## src/rtl/uart_packet_arbiter.sv

```systemverilog
// Packet-boundary round-robin arbiter that merges NumReq byte streams onto one UART TX stream.
// Latency: 1 idle cycle to arbitrate, then combinational pass-through. Backpressure: ready_i passes straight to the owner.
module uart_packet_arbiter #(
   parameter int Width    = 8,
   parameter int NumReq   = 2,
   parameter int MaxBeats = 1026
) (
   input  logic                     clk_i,
   input  logic                     rst_i,
   input  logic [NumReq-1:0]        valid_i,
   output logic [NumReq-1:0]        ready_o,
   input  logic [NumReq*Width-1:0]  data_i,
   input  logic [NumReq-1:0]        last_i,
   output logic                     valid_o,
   input  logic                     ready_i,
   output logic [Width-1:0]         data_o,
   output logic                     last_o,
   output logic [NumReq-1:0]        grant_o,
   output logic                     timeout_o
);

   localparam int BeatWidth = $clog2(MaxBeats + 1);
   localparam int PtrWidth  = (NumReq > 1) ? $clog2(NumReq) : 1;

   typedef enum logic {
      ST_IDLE,
      ST_LOCKED
   } state_t;

   state_t                r_state;
   state_t                w_state_nxt;
   // One register serves as both the current owner and the round-robin pointer.
   logic [PtrWidth-1:0]   r_ptr;
   logic [PtrWidth-1:0]   w_ptr_nxt;
   logic [BeatWidth-1:0]  r_beats;
   logic [BeatWidth-1:0]  w_beats_nxt;
   logic                  r_timeout;
   logic                  w_timeout_nxt;

   logic                  w_found;
   logic [PtrWidth-1:0]   w_win;
   logic                  w_fire;

   always_comb begin
      w_found = 1'b0;
      w_win   = r_ptr;
      for (int i = 1; i <= NumReq; i++) begin
         if (!w_found && valid_i[(int'(r_ptr) + i) % NumReq]) begin
            w_found = 1'b1;
            w_win   = PtrWidth'((int'(r_ptr) + i) % NumReq);
         end
      end
   end

   always_comb begin
      w_state_nxt   = r_state;
      w_ptr_nxt     = r_ptr;
      w_beats_nxt   = r_beats;
      w_timeout_nxt = r_timeout;
      valid_o       = 1'b0;
      data_o        = '0;
      last_o        = 1'b0;
      ready_o       = '0;
      grant_o       = '0;
      w_fire        = 1'b0;

      case (r_state)
         ST_IDLE: begin
            if (w_found) begin
               w_ptr_nxt   = w_win;
               w_state_nxt = ST_LOCKED;
            end
         end
         ST_LOCKED: begin
            valid_o        = valid_i[r_ptr];
            data_o         = data_i[r_ptr*Width +: Width];
            last_o         = last_i[r_ptr];
            ready_o[r_ptr] = ready_i;
            grant_o[r_ptr] = 1'b1;
            w_fire         = valid_i[r_ptr] && ready_i;
            if (w_fire) begin
               if (last_i[r_ptr]) begin
                  w_state_nxt = ST_IDLE;
                  w_beats_nxt = '0;
               end else if (r_beats == BeatWidth'(MaxBeats - 1)) begin
                  // Watchdog counts accepted beats only, so a stalled source never trips it.
                  w_state_nxt   = ST_IDLE;
                  w_beats_nxt   = '0;
                  w_timeout_nxt = 1'b1;
               end else if (r_beats != BeatWidth'(MaxBeats)) begin
                  w_beats_nxt = r_beats + 1'b1;
               end
            end
         end
         default: w_state_nxt = ST_IDLE;
      endcase
   end

   always_ff @(posedge clk_i) begin
      if (rst_i) begin
         r_state   <= ST_IDLE;
         r_ptr     <= PtrWidth'(NumReq - 1);
         r_beats   <= '0;
         r_timeout <= 1'b0;
      end else begin
         r_state   <= w_state_nxt;
         r_ptr     <= w_ptr_nxt;
         r_beats   <= w_beats_nxt;
         r_timeout <= w_timeout_nxt;
      end
   end

   assign timeout_o = r_timeout;

endmodule

```

## config.mk

```make
export PLATFORM = sky130hd
export DESIGN_NAME = uart_packet_arbiter
export DESIGN_NICKNAME = d
export VERILOG_FILES = /design/src/rtl/uart_packet_arbiter.sv
export SDC_FILE = /design/constraint.sdc
export NUM_CORES = 1
export LEC_CHECK = 0
export BUFFER_PORTS_ARGS = -buffer_cell sky130_fd_sc_hd__clkbuf_2
export CAP_MARGIN = 25
export CELL_PAD_IN_SITES_DETAIL_PLACEMENT = 1
export CELL_PAD_IN_SITES_GLOBAL_PLACEMENT = 1
export CORE_MARGIN = 8
export CORE_UTILIZATION = 37
export DETAILED_ROUTE_END_ITERATION = 10
export GPL_TIMING_DRIVEN = 0
export PLACE_DENSITY = 0.86
export SYNTH_ARGS = -nofsm -noshare
export SYNTH_HDL_FRONTEND = slang
export SYNTH_SLANG_ARGS = --single-unit
```

## constraint.sdc

```tcl
create_clock -name clk_i -period 3.55 [get_ports clk_i]
set_clock_uncertainty 0.2 [all_clocks]
set_input_delay 0.71 -clock clk_i [delete_from_list [all_inputs] [get_ports clk_i]]
set_output_delay 0.71 -clock clk_i [all_outputs]
set_load 0.02 [all_outputs]
```

* Yosys cells after proc, flatten, opt, wreduce, memory -nomap -nowiden
Cells that the tools add are included.
Widths: inputs -> output; s select.
** Operators by class
- Add/sub/neg operators :: 3
- Multiply operators :: 0
- Div/mod/pow operators :: 0
- Order comparisons :: 4
- Eq/ne operators :: 2
- Shift-type cells :: 1
- Muxes and demuxes :: 29
- Bitwise gates (word level) :: 5
- Reductions and logical operators :: 9
** Operators with widths (number)
- $mux 11 :: 3
- $mux 1 :: 21
- $shiftx 16x5->8 :: 1
- $add 11x1->11 const B :: 1
- $eq 11x11->1 const B :: 1
- $ne 11x11->1 const B :: 1
- $mux 8 :: 1
- $lt 2x3->1 const B :: 2
- $reduce_and 3->1 :: 2
- $mux 2 :: 2
- $reduce_and 4->1 :: 1
- $logic_and 1x1->1 :: 3
- $reduce_bool 3->1 :: 1
- $add 1x1->1 const B :: 2
- $and 1x1->1 const A :: 2
- $and 2x2->2 :: 1
- $lt 1x2->1 const B :: 1
- $not 1->1 :: 2
- $pmux 1 s2 :: 1
- $reduce_bool 2->1 :: 1
- $demux 1 s1 :: 1
- $ge 1x1->1 const B :: 1
- $logic_not 1->1 :: 1
** Word-level totals
- Register bits :: 14
- Bits in latches :: 0
- Bits in writable memories :: 0
- ROM bits :: 0
- Input port bits :: 23
- Output and inout bits :: 15
- Word-level logic and storage cells :: 57
- Memories :: 0

* Longest topological paths before layout
- Word-level depth :: 11
- Gate-level depth with buffers :: 6
- Depth with buffers taken out :: 6

* Worst setup path after synthesis
OpenSTA, ideal clock, no wires.
- Path type :: input to output
- Start :: input last_i[0]
- End :: output last_o
- Data arrival time :: 1.218 ns
- Data required time :: 2.640 ns
- Path slack :: 1.422 ns
- Stages on the path :: 2
- Path buffers :: 0
- Cells stage by stage :: mux2_4 > and2_1
** Between the ends
- Longest elaborated chain between the ends :: 3
** Ends and longest elaborated chain
- from (decl) :: line 13 : input logic [NumReq-1:0] last_i,
- $mux 1 (not written as such) (2 in a row) :: line 77 : last_o = last_i[r_ptr];
- $mux 1 :: line 67 : case (r_state)
- to (decl) :: line 17 : output logic last_o,
Every way passes these cells. The select of a mux whose other input is x is not followed.

* Worst setup path in the final report
- Start :: register r_ptr
- End :: output data_o[5]
** Between the ends
- Longest elaborated chain between the ends :: 2
** Ends and longest elaborated chain
- from (decl) :: line 33 : logic [PtrWidth-1:0] r_ptr;
- from (signal assigned) :: line 102 : r_ptr <= PtrWidth'(NumReq - 1);
- from (signal assigned) :: line 107 : r_ptr <= w_ptr_nxt;
- $shiftx 16x5->8 :: line 76 : data_o = data_i[r_ptr*Width +: Width];
- $mux 8 :: line 67
- to (decl) :: line 16 : output logic [Width-1:0] data_o,
Every way passes these cells.

==> impl_metrics.ini <==
[floorplan]
core_region_area_um2 = 2710
die_area_um2 = 4780
ios = 38
die_height_um = 69.1
start_util = 0.386
placementRows = 19
die_width_um = 69.1

[clocking]
clock-root-buffer = clkbuf_4
cts_num_sinks = 14
cts_setup_buffers = 0
clock_pin_transition_on_the_worst_setup_and_hold_timing_paths_ps = 100
cts.path.max_buffers = 2
clock_tree.htree_level_count = 1
ctsResizeCount = 0
cts_tree = built
numCtsBuffers = 3
clock_insertion_delay_worst_skew_ps = 300
post_cts_hold_buffer_count = 0

[hold_path]
timing.hold.worst.class = reg2reg
hold_path_stages = 2
source_of_the_worst_hold_timing_path = timeout_o
timing.hold.worst_endpoint = timeout_o

[route]
drtPass1Iterations = 4
wl_per_cell_um = 17.0
routed_wl_um = 3410
route.detailed.vias_per_inst = 5.90
dr.first_iter.drc_count = 45
drt.antenna.violating_nets = 0
total_vias_in_the_final_route = 1185
remaining_drc_errors = 0

[yosys]
synth.avg_cell_area_um2 = 8.10
synthesis.area_um2 = 1040
syn-num-nets = 155
yosysSeqAreaShare = 0.268
synth_edf_count = 0
yosysUniqueCellTypes = 41
ys_top_cells_by_count = dfxtp_1, nor2b_1, mux2i_1, nand3_1, o21ai_0
synthTopCellsByArea = dfxtp_1, mux2i_1, nor2b_1, nand3_1, o21ai_0
postSynthCellCount = 129
synth_flop_cell = dfxtp_1
postSynthRegisterBits = 14
postSynth.asyncResetShare = 0
synth-warning-count = 0
post-synth-top-area-cell = dfxtp_1
synth.top_cell.area_share = 0.268
synth_most_common_cell = dfxtp_1

[setup_path]
worst_setup_slack_for_register_to_register_paths_ps = 1400
worstSetupPathType = reg2out
sort_of_element_at_the_start_of_the_critical_path = register
end_kind = primary output
rr_worst_depth = 5
worstPathArrival_ps = 1640
startpoint = r_ptr
critical_path.reg2reg.endpoint = r_beats[2]
crit_path_max_fanout = 10
crit_required_ps = 2640
worst_r2r_startpoint = r_beats[4]

[timing]
rsz0062_at_grt = no
transition_time_of_the_tightest_slew_check_pin_ps = 787
setup_violations = 0
maxSlewHeadroom = 0.475
max_freq_ghz = 0.392
drv_slew = 0
finalSetupTns_ps = 0
finalWorstPathRequiredPeriod_ps = 2550
period_share = 0.719
timing.final.hold_violations = 0

[global_routing]
first_global_vias = 1255
global_route_wire_length_before_repair_um = 5840
largest_net_degree_at_the_start_of_global_routing = 11
overflow = 0
number_of_antenna_violations_at_the_first_check_in_global_routing = 0
grt_util_all_layers = 0.141

[power_and_ir_drop]
total_power_uw = 377
worst_ir_drop_vdd_uv = 199
internal-power_uw = 261
power.share.clock = 0.327
sequentialPowerShare = 0.430
sw_frac_of_total = 0.307
share_comb_of_total_power = 0.244
pwr_cell_area_nw_per_um2 = 289
p_sw_uw = 116
power.leakage_nw = 0.567

[cells_and_area]
antenna_diode_count = 0
fin_nets = 197
fraction_of_final_layout_cells_with_drive_strength_greater_than_1 = 0.276
layout-area-overhead-vs-synth_pct = 24.9

[run_status]
run_status = complete, no violations

[place]
port_buffers = 37
dp_hpwl_um = 2600
gp_weighted_congestion = 0.819

[run]
cap_violations = 0
## critical path, stage by stage, from the launching register on
cell	delay, ps
dfxtp_1	340
buf_6	140
clkbuf_1	390
mux2i_1	250
nor2b_1	60
clkbuf_2	150
## worst max-delay path by stage
stage / cells after the start / to
2_1_floorplan: 2 / last_o
4_1_cts: 5 / data_o[5]
3_5_place_dp: 5 / r_beats[10]
6_report: 5 / data_o[5]
5_1_grt: 5 / data_o[2]
3_3_place_gp: 5 / r_beats[10]
## sequential cells by signal, summed over array words and instances, names as in the netlist
name,flops
r_state,1
timeout_o,1
r_ptr,1
r_beats,11
## cell families (layout without fill, tap and decap cells)
family / Yosys count / in the layout / share of synthesized area
AOI/OAI and AO/OA: 26 / 26 / 0.166
xor gates and xnor gates: 1 / 1 / 0.00838
buffers and inverters: 12 / 53 / 0.0515
DFF: 14 / 14 / 0.268
adders and majority gates: 3 / 3 / 0.0359
and+or+nand+nor: 63 / 63 / 0.365
muxes: 10 / 10 / 0.104
## metal layers
| metal | up-vias | track usage | share of wire |
|---|---|---|---|
| li1 | 565 | - | - |
| met1 | 568 | 0.168 | 0.44 |
| met3 | 5 | 0.0415 | 0.072 |
| met2 | 47 | 0.232 | 0.47 |
| met4 | 0 | 0.0547 | 0.015 |
| met5 | - | 0 | 0 |
## placed cells by master, fill, tap and decap left out, types with 4 or more instances in the layout
cell type	count
nor2_1	5
o21ai_0	8
nor3_1	6
nand2_1	4
nor2b_1	12
inv_1	6
a21oi_1	4
clkbuf_1	4
clkbuf_2	37
nand3_1	8
nor4_1	4
mux2i_1	8
dfxtp_1	14
and3_1	6
## through the flow
step                setup WS [ps]  area (um2)   util  cells  hold slack (ps)
floorplan                    1420        1040      -    129              299
global placement             1230        1270  0.468    197              261
detailed placement           1190        1270  0.468    197              265
CTS                           965        1310  0.482    201              291
global route                  855        1310  0.482    201              317
finish                        997        1310  0.482    201              287
## layout make-up
class                           instances  area, um2
Fill cell                             362       1410
Multi-Input combinational cell        103        711
Sequential cell                        14        280
Timing Repair Buffer                   37        185
Tap cell                               31       38.8
Clock buffer                            4       36.3
Buffer                                  6       31.3
Inverter                                6       22.5
## power by group through the flow
stage	Clock [mW]	Sequential, mW	Combinational (mW)
finish	0.123	0.162	0.0919
global placement	0	0.166	0.0907
global route	0.132	0.163	0.101
floorplan	0	0.165	0.0590
CTS	0.126	0.162	0.0936
detailed placement	0	0.166	0.0930
No activity file was read; power rests on OpenSTA's default activity.
